## config.mk

```make
export PLATFORM = sky130hd
export DESIGN_NAME = switch_debounce_event
export DESIGN_NICKNAME = d
export VERILOG_FILES = /design/src/rtl/switch_debounce_event.sv
export SDC_FILE = /design/constraint.sdc
export NUM_CORES = 1
export LEC_CHECK = 0
export BUFFER_PORTS_ARGS = -buffer_cell sky130_fd_sc_hd__buf_4
export CAP_MARGIN = 20
export CORE_UTILIZATION = 30
export DETAILED_ROUTE_END_ITERATION = 10
export PLACE_DENSITY_LB_ADDON = 0.12
export SLEW_MARGIN = 20
export SYNTH_ARGS = -nofsm -noshare
export SYNTH_HDL_FRONTEND = slang
export SYNTH_SLANG_ARGS = --single-unit
```

## constraint.sdc

```tcl
create_clock -name clk -period 3.05 [get_ports clk]
set_clock_uncertainty 0.05 [all_clocks]
set_input_delay 0.1525 -clock clk [delete_from_list [all_inputs] [get_ports clk]]
set_output_delay 0.1525 -clock clk [all_outputs]
set_load 0.01 [all_outputs]
```

## src/rtl/switch_debounce_event.sv

```systemverilog
// Four-pin active-low switch conditioner: two-flop sync, per-pin debounce,
// and a single-entry valid/ready change-event slot with overrun flag.
module switch_debounce_event #(
  parameter int unsigned DEBOUNCE_CYCLES = 120000,
  parameter int unsigned CNT_W           = 17
) (
  input  logic       clk,
  input  logic       reset_n,
  input  logic       switch1,
  input  logic       switch2,
  input  logic       switch3,
  input  logic       switch4,
  output logic [3:0] sw_state,
  output logic       event_valid,
  output logic [3:0] event_data,
  output logic       event_overrun,
  input  logic       event_ready
);

  localparam logic [CNT_W-1:0] CNT_LAST =
    CNT_W'(DEBOUNCE_CYCLES - 1);

  logic [3:0]       raw;
  logic [3:0]       sync1;
  logic [3:0]       sync2;
  logic [3:0]       s;
  logic [CNT_W-1:0] cnt [4];
  logic [3:0]       done;
  logic [3:0]       state_nxt;
  logic             chg;
  logic             xfer;

  assign raw = {switch1, switch2, switch3, switch4};
  assign s   = ~sync2;

  // Sync flops reset to the released level so no false press appears.
  always_ff @(posedge clk or negedge reset_n) begin
    if (!reset_n) begin
      sync1 <= 4'hF;
      sync2 <= 4'hF;
    end else begin
      sync1 <= raw;
      sync2 <= sync1;
    end
  end

  always_comb begin
    done = '0;
    for (int i = 0; i < 4; i++) begin
      done[i] = (s[i] != sw_state[i]) &&
                (cnt[i] == CNT_LAST);
    end
  end

  assign state_nxt = sw_state ^ done;
  assign chg       = |done;
  assign xfer      = event_valid & event_ready;

  always_ff @(posedge clk or negedge reset_n) begin
    if (!reset_n) begin
      for (int i = 0; i < 4; i++) begin
        cnt[i] <= '0;
      end
    end else begin
      for (int i = 0; i < 4; i++) begin
        if (s[i] == sw_state[i] || done[i]) begin
          cnt[i] <= '0;
        end else begin
          cnt[i] <= cnt[i] + 1'b1;
        end
      end
    end
  end

  always_ff @(posedge clk or negedge reset_n) begin
    if (!reset_n) begin
      sw_state <= '0;
    end else begin
      sw_state <= state_nxt;
    end
  end

  // A change landing on an accept edge refills the slot without loss.
  always_ff @(posedge clk or negedge reset_n) begin
    if (!reset_n) begin
      event_valid   <= 1'b0;
      event_data    <= '0;
      event_overrun <= 1'b0;
    end else begin
      if (chg) begin
        event_valid   <= 1'b1;
        event_data    <= state_nxt;
        event_overrun <= event_valid & ~event_ready
                       | event_overrun & ~xfer;
      end else if (xfer) begin
        event_valid   <= 1'b0;
        event_overrun <= 1'b0;
      end
    end
  end

endmodule

```

=== After elaboration in Yosys (flattened, before gate mapping) ===
Index checks and enable logic that the tools add are counted.

* Flip-flop bits (word level): 86
* Input port bits: 7
* Output and inout bits: 10
* Logic and storage cells: 51

* Add/subtract/negate cells: 4
* Equal/unequal tests: 12
* Muxes and demuxes: 7
* Bitwise operators: 8
* Reduce and logical (&&, ||, !) cells: 10

{| class="wikitable"
|+ Operators by type and width
! kind !! number
|-
| $add 17x1->17 const B || 4
|-
| $eq 17x17->1 const B || 4
|-
| $mux 17 || 4
|-
| $eq 1x1->1 || 4
|-
| $logic_and 1x1->1 || 4
|-
| $logic_or 1x1->1 || 4
|-
| $ne 1x1->1 || 4
|-
| $not 4->4 || 1
|-
| $reduce_or 4->1 || 1
|-
| $xor 4x4->4 || 1
|-
| $and 1x1->1 || 3
|-
| $mux 1 || 3
|-
| $not 1->1 || 2
|-
| $reduce_bool 2->1 || 1
|-
| $or 1x1->1 || 1
|}

=== Logic depth before layout (Yosys ltp) ===
Gate-level depths: netlist of the first run.

* Word-level depth: 5
* Gate-level depth with buffers: 9
* Gate-level depth less buffers: 6

=== Least setup slack after synthesis of the first run ===
OpenSTA, ideal clock, no wires.

* Path kind: reg2reg
* Start: reg cnt[34] in the netlist's numbering
* End: reg event_data[0]
* Setup time: 0.125 ns
* Arrival: 1.921 ns
* Required time: 2.875 ns
* Setup slack: 0.954 ns
* Cell stages (with the launch flop): 8
* Buffers on the path: 1
* Period minus slack after synthesis: 2.096 ns
* Path through: dfrtp_1 ha_1 and4_1 buf_2 nand3_2 nor3_4 a2111oi_4 mux2_2

* Cells in the longest elaborated chain, start to end: 3

{| class="wikitable"
|+ Ends and longest elaborated chain
! what !! RTL line !! text
|-
| start: declaration || 27 || <nowiki>logic [CNT_W-1:0] cnt [4];</nowiki>
|-
| start signal: indexed assignment || 69 || <nowiki>cnt[i] <= cnt[i] + 1'b1;</nowiki>
|-
| $eq 17x17->1 || 51 || <nowiki>(cnt[i] == CNT_LAST);</nowiki>
|-
| $logic_and 1x1->1 || 50 || <nowiki>done[i] = (s[i] != sw_state[i]) &&</nowiki>
|-
| $reduce_or 4->1 || 56 || <nowiki>assign chg = |done;</nowiki>
|-
| end signal: assignment || 92 || <nowiki>event_data <= state_nxt;</nowiki>
|-
| end: declaration || 15 || <nowiki>output logic [3:0] event_data,</nowiki>
|}

No other way between the ends.
A chain may end at the register's enable or synchronous reset.

=== Worst setup path in the final report of the first run ===
* Start: reg cnt[34] in the netlist's numbering
* End: reg event_data[3]

Same word-level chain as after synthesis.

==> results of run 1 <==
==> tightest hold or removal path, delay by kind of cell <==
family                 cells  cell delay, ns
buffers and inverters      1            0.07
AND/OR/NAND/NOR            2            0.17
==> metrics by stage <==
step / hold slack [ns] / power, µW / cells / area, µm²
6_report: 0.0480 / 2440 / 585 / 4650
5_1_grt: 0.0491 / 2560 / 585 / 4650
4_1_cts: 0.0395 / 2500 / 585 / 4650
3_5_place_dp: 0.144 / 1280 / 564 / 4280
3_3_place_gp: 0.151 / 1280 / 564 / 4280
2_1_floorplan: -0.193 / 1240 / 383 / 3970
==> cell families (layout without fill, tap and decap cells) <==
kind of cell / Yosys count / count (layout) / share of synthesized area [%]
xor+xnor: 64 / 64 / 14.1
compound gates: 3 / 3 / 1.01
flops: 86 / 86 / 54.4
simple gates: 196 / 196 / 24.6
buf+inv: 22 / 52 / 2.46
fa+ha+maj: 4 / 4 / 1.26
mux: 8 / 8 / 2.14
==> worst paths after layout <==
kind / cells past startpoint / start / slack [ns] / end
min: 3 / event_ready / 0.05 / event_valid$_DFFE_PN0P_
min in group asynchronous: 2 / reset_n / 0.31 / cnt[46]$_DFF_PN0_
min reg2reg: 0 / sync1[1]$_DFF_PN1_ / 0.30 / sync2[1]$_DFF_PN1_
max: 6 / cnt[34]$_DFF_PN0_ / 0.83 / event_data[3]$_DFFE_PN0P_
max in group asynchronous: 3 / reset_n / 1.87 / sync1[0]$_DFF_PN1_
max reg2reg: 6 / cnt[34]$_DFF_PN0_ / 0.83 / event_data[3]$_DFFE_PN0P_
==> final cells by class <==
| cell class | instances | area (µm²) |
|---|---|---|
| multi-input combinational | 275 | 1710 |
| clock buffer | 10 | 239 |
| clock inverter | 6 | 85.1 |
| inverter | 13 | 48.8 |
| sequential | 86 | 2160 |
| tap | 172 | 215 |
| timing repair buffer | 23 | 185 |
| fill | 1284 | 8120 |
==> layout by cell type (no fill, tap or decap), types with 2 or more instances in the layout <==
cell	n
nand3_1	26
ha_1	4
xor2_1	32
mux2_2	4
inv_1	13
nand2b_1	4
dlygate4sd3_1	5
dfstp_2	8
nor2_1	85
nor3_1	10
nor4_1	4
and4_1	7
and3_1	7
clkbuf_16	9
clkinvlp_4	2
mux2i_1	4
clkinv_2	2
bufinv_16	2
buf_4	18
nor4bb_1	2
nand4_1	13
dfrtp_1	78
nand2_1	25
nor2b_1	2
xnor2_1	32
or2_2	3
==> flip-flops by register name, indices dropped and copies added, names as in the netlist <==
signal / count
sync2: 4
event_valid: 1
sw_state: 4
sync1: 4
event_data: 4
cnt: 68
event_overrun: 1
==> report_power, final <==
part | switching, µW | leakage (µW) | total [µW] | internal (µW)
clock network | 451 | 0.000154 | 1190 | 736
registers | 15.7 | 0.00116 | 1180 | 1160
logic | 51.5 | 0.000665 | 77.8 | 26.3
==> routing by layer <==
metal	vias up	global-route usage, %	wire (µm)
li1	1318	-	-
met1	1216	16.6	3670
met2	24	19.8	3520
met3	4	5.15	264
met4	0	4.05	57
met5	-	0	0
==> flow_metrics.py, run 1 <==
metrics = {
    "status": {
        "status": "complete, no violations",
    },
    "synthesis": {
        "ys.flop_type": "dfrtp_1",
        "synth_commonest_cells": "nor2_1, dfrtp_1, xnor2_1, xor2_1, nand3_1",
        "synthCells": 383,
        "synth_cell_types": 34,
        "synth_area_leaders": "dfrtp_1, nor2_1, xnor2_1",
        "yosys.area.top_type": "dfrtp_1",
        "synth_top_area_share_pct": 49.1,
        "synth_seq_area_share_pct": 54.4,
        "yosysMostFrequentCell": "nor2_1",
        "syn-num-nets": 394,
        "syn_avg_cell_area_um2": 10.4,
        "async_flop_share_pct": 100,
        "netlist_area_um2": 3970,
        "ys_ff_latch": 86,
        "synth_edf_count": 0,
        "yosysWarnings": 0,
    },
    "detailed_routing": {
        "routed-via-count": 2562,
        "vias_per_cell": 4.38,
        "wl_um": 7510,
        "drtPass1Iterations": 4,
        "drt-wirelength-per-cell_um": 12.8,
        "ant_nets": 0,
        "drtIter0Drc": 89,
        "drc": 0,
    },
    "setup_path": {
        "crit_buf_inv": 0,
        "cp_top_family": "compound AO/OA/AOI/OAI gates",
        "crit_path_start_kind": "flop",
        "cpPeakStageDelay_ns": 0.53,
        "slowest_stage": "a2111oi_4",
        "cp_max_fo": 6,
        "crit_arrival_ns": 2.40,
        "cp.required_ns": 3.23,
        "worst-setup-path-type": "reg -> reg",
        "path_cells": "ha_1, and4_1, nand3_2, nor3_4, a2111oi_4, mux2_2",
        "crit_path_end_kind": "flop",
    },
    "pwr": {
        "power_density_nw_per_um2": 526,
        "leakage_uw": 0.00198,
        "irDropWorstVdd_mv": 0.341,
    },
    "worst_hold_path": {
        "hold_class": "in -> reg",
    },
    "sta": {
        "finalCritPeriodShare_pct": 72.8,
        "max_clock_freq_mhz": 450,
        "fin_setup_tns_ns": 0,
        "finalMaxSlewViolations": 0,
        "tightest_slew_ns": 0.698,
        "rsz0062_at_grt": "no",
        "hold_violations": 0,
        "finalCriticalPeriod_ns": 2.22,
        "setup_viol_count_final": 0,
        "slew_headroom_pct": 53.5,
        "fin_ws_ns": 0.828,
    },
    "global_route": {
        "grt_pass1_wl_um": 13000,
        "grt-ovfl-total": 0,
        "first_global_vias": 2529,
        "track_usage_pct": 12.9,
        "grt_max_degree": 45,
        "antenna_found_initial": 0,
    },
    "finish": {
        "drive_gt1_share_pct": 13.3,
        "synthToLayoutAreaGrowth_pct": 17.0,
        "n_antenna_cell": 0,
        "nets": 419,
        "utilization_pct": 36.4,
    },
    "die": {
        "dieWidth_um": 117,
        "start_util_pct": 31.1,
        "io_pins": 17,
        "die_y_um": 117,
        "num_rows": 41,
        "core_area_um2": 12800,
        "die_area_um2": 13700,
    },
    "cts": {
        "cts_tree": "yes",
        "cts_resized": 0,
        "cts_htree_levels": 3,
        "cts_root_buf": "clkbuf_16",
        "numCtsBuffers": 9,
        "clock_latency_ns": 0.34,
        "path_clk_slew_ns": 0.06,
        "numClockSinks": 86,
        "clk_path_buf_depth": 2,
        "cts_setup_buffers": 0,
        "hold_buffers": 5,
    },
    "placed_design": {
        "port_buffers": 16,
        "pre_cts_ws_ns": 0.801,
        "gp_congestion": 0.720,
        "dp_hpwl_um": 5090,
    },
    "job": {
        "cap_violations": 0,
    },
}
Power figures use the tool's default switching activity.
==> run 2: changes to the inputs <==
Clock period 3.05 ns to 1.9 ns, I/O delays scaled along.
==> flow_metrics.py, run 2 (same netlist as run 1, synthesis figures left out) <==
metrics = {
    "finish": {
        "largest-register": "cnt",
        "n_antenna_cell": 0,
        "synthToLayoutAreaGrowth_pct": 31.5,
        "fin_area_um2": 5220,
        "drive_gt1_share_pct": 26.8,
        "final_common_cell": "nor2_1",
        "fillers": 1255,
        "layout_common_cells": "nor2_1, dfrtp_1, buf_4, xor2_1, xnor2_1",
        "utilization_pct": 40.9,
        "largest_reg_flops": 68,
        "nets": 480,
    },
    "detailed_routing": {
        "drtPass1Iterations": 4,
        "ant_nets": 0,
        "vias_per_cell": 4.39,
        "drtIter0Drc": 84,
        "drc": 0,
        "routed-via-count": 2836,
        "wl_um": 7900,
        "drt-wirelength-per-cell_um": 12.2,
    },
    "pwr": {
        "pwr-share-seq_pct": 48.8,
        "p_int_uw": 3050,
        "irDropWorstVdd_mv": 0.521,
        "switchingPower_uw": 813,
        "p_clk_share_pct": 46.2,
        "leakage_uw": 0.00232,
        "power_density_nw_per_um2": 740,
        "swShare_pct": 21.0,
        "p_comb_share_pct": 5.0,
    },
    "sta": {
        "finalCriticalPeriod_ns": 1.96,
        "hold_violations": 0,
        "max_clock_freq_mhz": 510,
        "tightest_slew_ns": 0.519,
        "fin_ws_ns": -0.0617,
        "slew_headroom_pct": 65.1,
        "finalCritPeriodShare_pct": 103,
        "finalMaxSlewViolations": 0,
        "rsz0062_at_grt": "yes",
        "setup_viol_count_final": 4,
    },
    "placed_design": {
        "dpl_cell_area_um2": 4810,
        "dp_hpwl_um": 5520,
        "gp_congestion": 0.759,
        "port_buffers": 16,
    },
    "die": {
        "io_pins": 17,
        "dieWidth_um": 117,
        "die_area_um2": 13700,
        "num_rows": 41,
        "die_y_um": 117,
        "start_util_pct": 31.1,
        "core_area_um2": 12800,
    },
    "global_route": {
        "track_usage_pct": 13.6,
        "grt-ovfl-total": 0,
        "grt_max_degree": 39,
        "antenna_found_initial": 0,
        "first_global_vias": 2868,
        "grt_pass1_wl_um": 13900,
    },
    "setup_path": {
        "crit_buf_inv": 1,
        "cpPeakStageDelay_ns": 0.56,
        "reg2reg_from": "cnt[60]$_DFF_PN0_",
        "crit_path_end_kind": "flop",
        "r2r_end": "event_data[0]$_DFFE_PN0P_",
        "cp_max_fo": 4,
        "slowest_stage": "or4_4",
        "crit_arrival_ns": 2.14,
        "reg2reg_depth": 5,
        "cp_top_family": "simple AND/OR/NAND/NOR gates",
        "worst-setup-path-type": "reg -> reg",
        "cp.required_ns": 2.07,
        "path_cells": "or4_4, nor4b_4, a2111oi_4, buf_4, mux2_4",
        "reg2reg_setup_slack_ns": -0.06,
        "crit_path_start_kind": "flop",
    },
    "cts": {
        "numClockSinks": 86,
        "numCtsBuffers": 9,
        "clock_latency_ns": 0.34,
        "cts_root_buf": "clkbuf_16",
        "path_clk_slew_ns": 0.06,
        "cts_tree": "yes",
        "cts_htree_levels": 3,
        "clk_path_buf_depth": 2,
    },
    "status": {
        "status": "finished, violations left",
        "violations": "setup timing",
    },
    "job": {
        "cap_violations": 0,
    },
    "worst_hold_path": {
        "hold_class": "in -> async",
    },
}
## run 2: repair_timing
action,4_1_cts,5_1_grt
gates resized for setup,8,3
endpoints found under the setup margin,14,25
endpoints found under the hold margin,34,0
buffers inserted,2,0
pin swaps,6,4
hold buffers,6,0
## run 2: layout make-up
| cell class | instances | area [µm²] | share of cell area, % |
|---|---|---|---|
| sequential | 86 | 2160 | 41.4 |
| multi-input combinational | 275 | 1800 | 34.5 |
| timing repair buffer | 84 | 696 | 13.3 |
| clock buffer | 15 | 268 | 5.13 |
| tap | 172 | 215 | 4.12 |
| inverter | 13 | 48.8 | 0.934 |
| clock inverter | 1 | 30.0 | 0.575 |
## run 2: routing by layer
metal / global-route usage (%) / vias up / share of wire [%]
met5: 0 / - / 0
met4: 4.56 / 0 / 1.4
met3: 4.84 / 9 / 3.3
met2: 21.2 / 21 / 47
met1: 17.7 / 1368 / 49
li1: - / 1438 / -
## run 2: power by group through the flow
stage	combinational [µW]	sequential (µW)	clock [µW]
final	193	1890	1790
after global routing	225	1890	1930
after CTS	201	1890	1860
after detailed placement	186	1920	0
after global placement	185	1920	0
after floorplan	64.1	1920	0
## run 2: through the flow
step / hold slack, ns / instances / setup TNS (ns) / total power, µW / setup slack, ns
2_1_floorplan: -0.251 / 383 / -0.286 / 1990 / -0.0716
3_3_place_gp: 0.0200 / 624 / -0.349 / 2100 / -0.0937
3_5_place_dp: 0.0178 / 624 / -0.448 / 2100 / -0.120
4_1_cts: 0.202 / 646 / -0.236 / 3940 / -0.0695
5_1_grt: 0.220 / 646 / -1.36 / 4040 / -0.123
6_report: 0.184 / 646 / -0.208 / 3870 / -0.0617
## run 2: worst max-delay path by stage
stage	to	cells past startpoint	slack, ns	start
after CTS	event_data[0]$_DFFE_PN0P_	6	-0.07	cnt[59]$_DFF_PN0_
final	event_data[0]$_DFFE_PN0P_	5	-0.06	cnt[60]$_DFF_PN0_
after global routing	event_data[0]$_DFFE_PN0P_	5	-0.12	cnt[60]$_DFF_PN0_
after detailed placement	event_data[0]$_DFFE_PN0P_	5	-0.12	cnt[60]$_DFF_PN0_
after global placement	event_data[1]$_DFFE_PN0P_	5	-0.09	cnt[60]$_DFF_PN0_
after floorplan	event_data[0]$_DFFE_PN0P_	7	-0.07	cnt[34]$_DFF_PN0_
## run 2: worst reg2reg max path, cell delays in order (launching register included)
cell and delay, ns:
dfrtp_1 0.38, or4_4 0.56, nor4b_4 0.34, a2111oi_4 0.06, buf_4 0.17, mux2_4 0.29
==> run 3: changes to the inputs <==
Settings changed: GPL_TIMING_DRIVEN set to 0, MAX_ROUTING_LAYER set to met4, SETUP_SLACK_MARGIN set to 0.2.
==> flow_metrics.py, run 3 (same netlist as run 1, synthesis figures left out) <==
metrics = {
    "detailed_routing": {
        "drc": 0,
        "drtPass1Iterations": 4,
        "drt-wirelength-per-cell_um": 13.2,
        "routed-via-count": 2839,
        "drtIter0Drc": 136,
        "vias_per_cell": 4.51,
        "wl_um": 8310,
        "ant_nets": 0,
    },
    "cts": {
        "cts_tree": "yes",
        "path_clk_slew_ns": 0.06,
        "clk_path_buf_depth": 2,
        "numCtsBuffers": 9,
        "numClockSinks": 86,
        "clock_latency_ns": 0.35,
        "cts_root_buf": "clkbuf_16",
        "cts_htree_levels": 3,
    },
    "die": {
        "io_pins": 17,
        "core_area_um2": 12800,
        "die_y_um": 117,
        "die_area_um2": 13700,
        "start_util_pct": 31.1,
        "num_rows": 41,
        "dieWidth_um": 117,
    },
    "placed_design": {
        "dp.cells": 571,
        "port_buffers": 16,
        "dp_hpwl_um": 5030,
        "pre_cts_ws_ns": -0.411,
        "gp_congestion": 0.762,
    },
    "status": {
        "violations": "setup timing",
        "status": "finished, violations left",
    },
    "global_route": {
        "first_global_vias": 2960,
        "grt_pass1_wl_um": 14700,
        "track_usage_pct": 14.8,
        "grt_max_degree": 87,
        "grt-ovfl-total": 0,
        "antenna_found_initial": 0,
    },
    "sta": {
        "finalCritPeriodShare_pct": 104,
        "hold_violations": 0,
        "fin_ws_ns": -0.0693,
        "setup_viol_count_final": 4,
        "max_clock_freq_mhz": 508,
        "slew_headroom_pct": 46.4,
        "finalMaxSlewViolations": 0,
        "tightest_slew_ns": 0.804,
        "rsz0062_at_grt": "yes",
        "finalCriticalPeriod_ns": 1.97,
    },
    "pwr": {
        "p_int_uw": 2880,
        "leakage_uw": 0.00232,
        "pwr-share-seq_pct": 49.8,
        "swShare_pct": 24.2,
        "switchingPower_uw": 918,
        "p_clk_share_pct": 43.6,
        "p_comb_share_pct": 6.5,
        "irDropWorstVdd_mv": 0.451,
        "power_density_nw_per_um2": 691,
    },
    "finish": {
        "synthToLayoutAreaGrowth_pct": 38.1,
        "ff_latch_area_um2": 2160,
        "drive_gt1_share_pct": 34.1,
        "layout_common_cells": "dfrtp_1, nor2_1, buf_4, xor2_1, xnor2_1",
        "nets": 463,
        "fillers": 1228,
        "multi_input_area_um2": 2110,
        "largest-register": "cnt",
        "finalNonFillerCells": 629,
        "n_antenna_cell": 0,
        "final_common_cell": "dfrtp_1",
        "largest_reg_flops": 68,
    },
    "setup_path": {
        "crit_arrival_ns": 2.15,
        "r2r_end": "event_data[2]$_DFFE_PN0P_",
        "reg2reg_depth": 8,
        "cpPeakStageDelay_ns": 0.38,
        "cp_max_fo": 5,
        "reg2reg_setup_slack_ns": -0.07,
        "crit_path_end_kind": "flop",
        "slowest_stage": "dfrtp_1",
        "reg2reg_from": "cnt[34]$_DFF_PN0_",
        "crit_path_start_kind": "flop",
        "crit_buf_inv": 2,
        "cp_top_family": "flip-flops",
        "worst-setup-path-type": "reg -> reg",
        "cp.required_ns": 2.08,
        "path_cells": "ha_2, and4_1, buf_6, nand3_4, nor3_4, a2111oi_4, buf_12, mux2_4",
    },
    "job": {
        "cap_violations": 0,
    },
    "worst_hold_path": {
        "hold_class": "reg -> reg",
        "hold_path_end": "sync2[0]$_DFF_PN1_",
        "hp-start": "sync1[0]$_DFF_PN1_",
        "whs_path_depth": 0,
    },
}
==> run 3: final cells by class <==
class                      count  share of cell area, %
buffer                         9                   2.26
timing repair buffer          58                   10.1
clock inverter                 7                  0.889
sequential                    86                   39.4
inverter                      13                  0.889
multi-input combinational    275                   38.4
tap                          172                   3.92
clock buffer                   9                   4.10
==> run 3: how the worst max path moves through the flow <==
stage | slack (ns) | cells after the start | startpoint | to
finish | -0.07 | 8 | cnt[34]$_DFF_PN0_ | event_data[2]$_DFFE_PN0P_
global route | -0.15 | 6 | cnt[59]$_DFF_PN0_ | event_data[2]$_DFFE_PN0P_
CTS | -0.08 | 8 | cnt[34]$_DFF_PN0_ | event_data[2]$_DFFE_PN0P_
detailed placement | -0.41 | 6 | cnt[51]$_DFF_PN0_ | event_data[0]$_DFFE_PN0P_
global placement | -0.42 | 6 | cnt[51]$_DFF_PN0_ | event_data[2]$_DFFE_PN0P_
floorplan | -0.07 | 7 | cnt[34]$_DFF_PN0_ | event_data[0]$_DFFE_PN0P_
==> run 3: what timing repair did <==
item	4_1_cts	5_1_grt
hold buffers	6	0
resized for setup	79	25
pin swaps	35	13
hold endpoints to repair	83	0
setup buffers	33	1
setup endpoints to repair	66	77
cloned	2	0
==> run 3: power by group through the flow <==
stage | combinational [µW] | sequential, µW | clock (µW)
2_1_floorplan | 72.2 | 1920 | 0
3_3_place_gp | 137 | 1930 | 0
3_5_place_dp | 140 | 1930 | 0
4_1_cts | 242 | 1890 | 1720
5_1_grt | 277 | 1900 | 1800
6_report | 249 | 1890 | 1660
==> run 3: metrics by stage <==
step                instance area, µm²  total power [µW]  hold slack [ns]  TNS, ns  utilization [%]
floorplan                         4060              1990           -0.251   -0.286                -
global placement                  4390              2060            0.154    -3.17             34.4
detailed placement                4400              2070            0.154    -3.17             34.4
CTS                               5380              3850            0.307   -0.319             42.1
global route                      5490              3970            0.313    -1.94             43.0
finish                            5490              3800            0.306   -0.266             43.0
==> run 3: metal layers <==
layer	track usage, %	routed length (µm)
met5	-	0
met4	5.32	134
met3	3.86	252
met2	22.3	3870
met1	19.2	4050
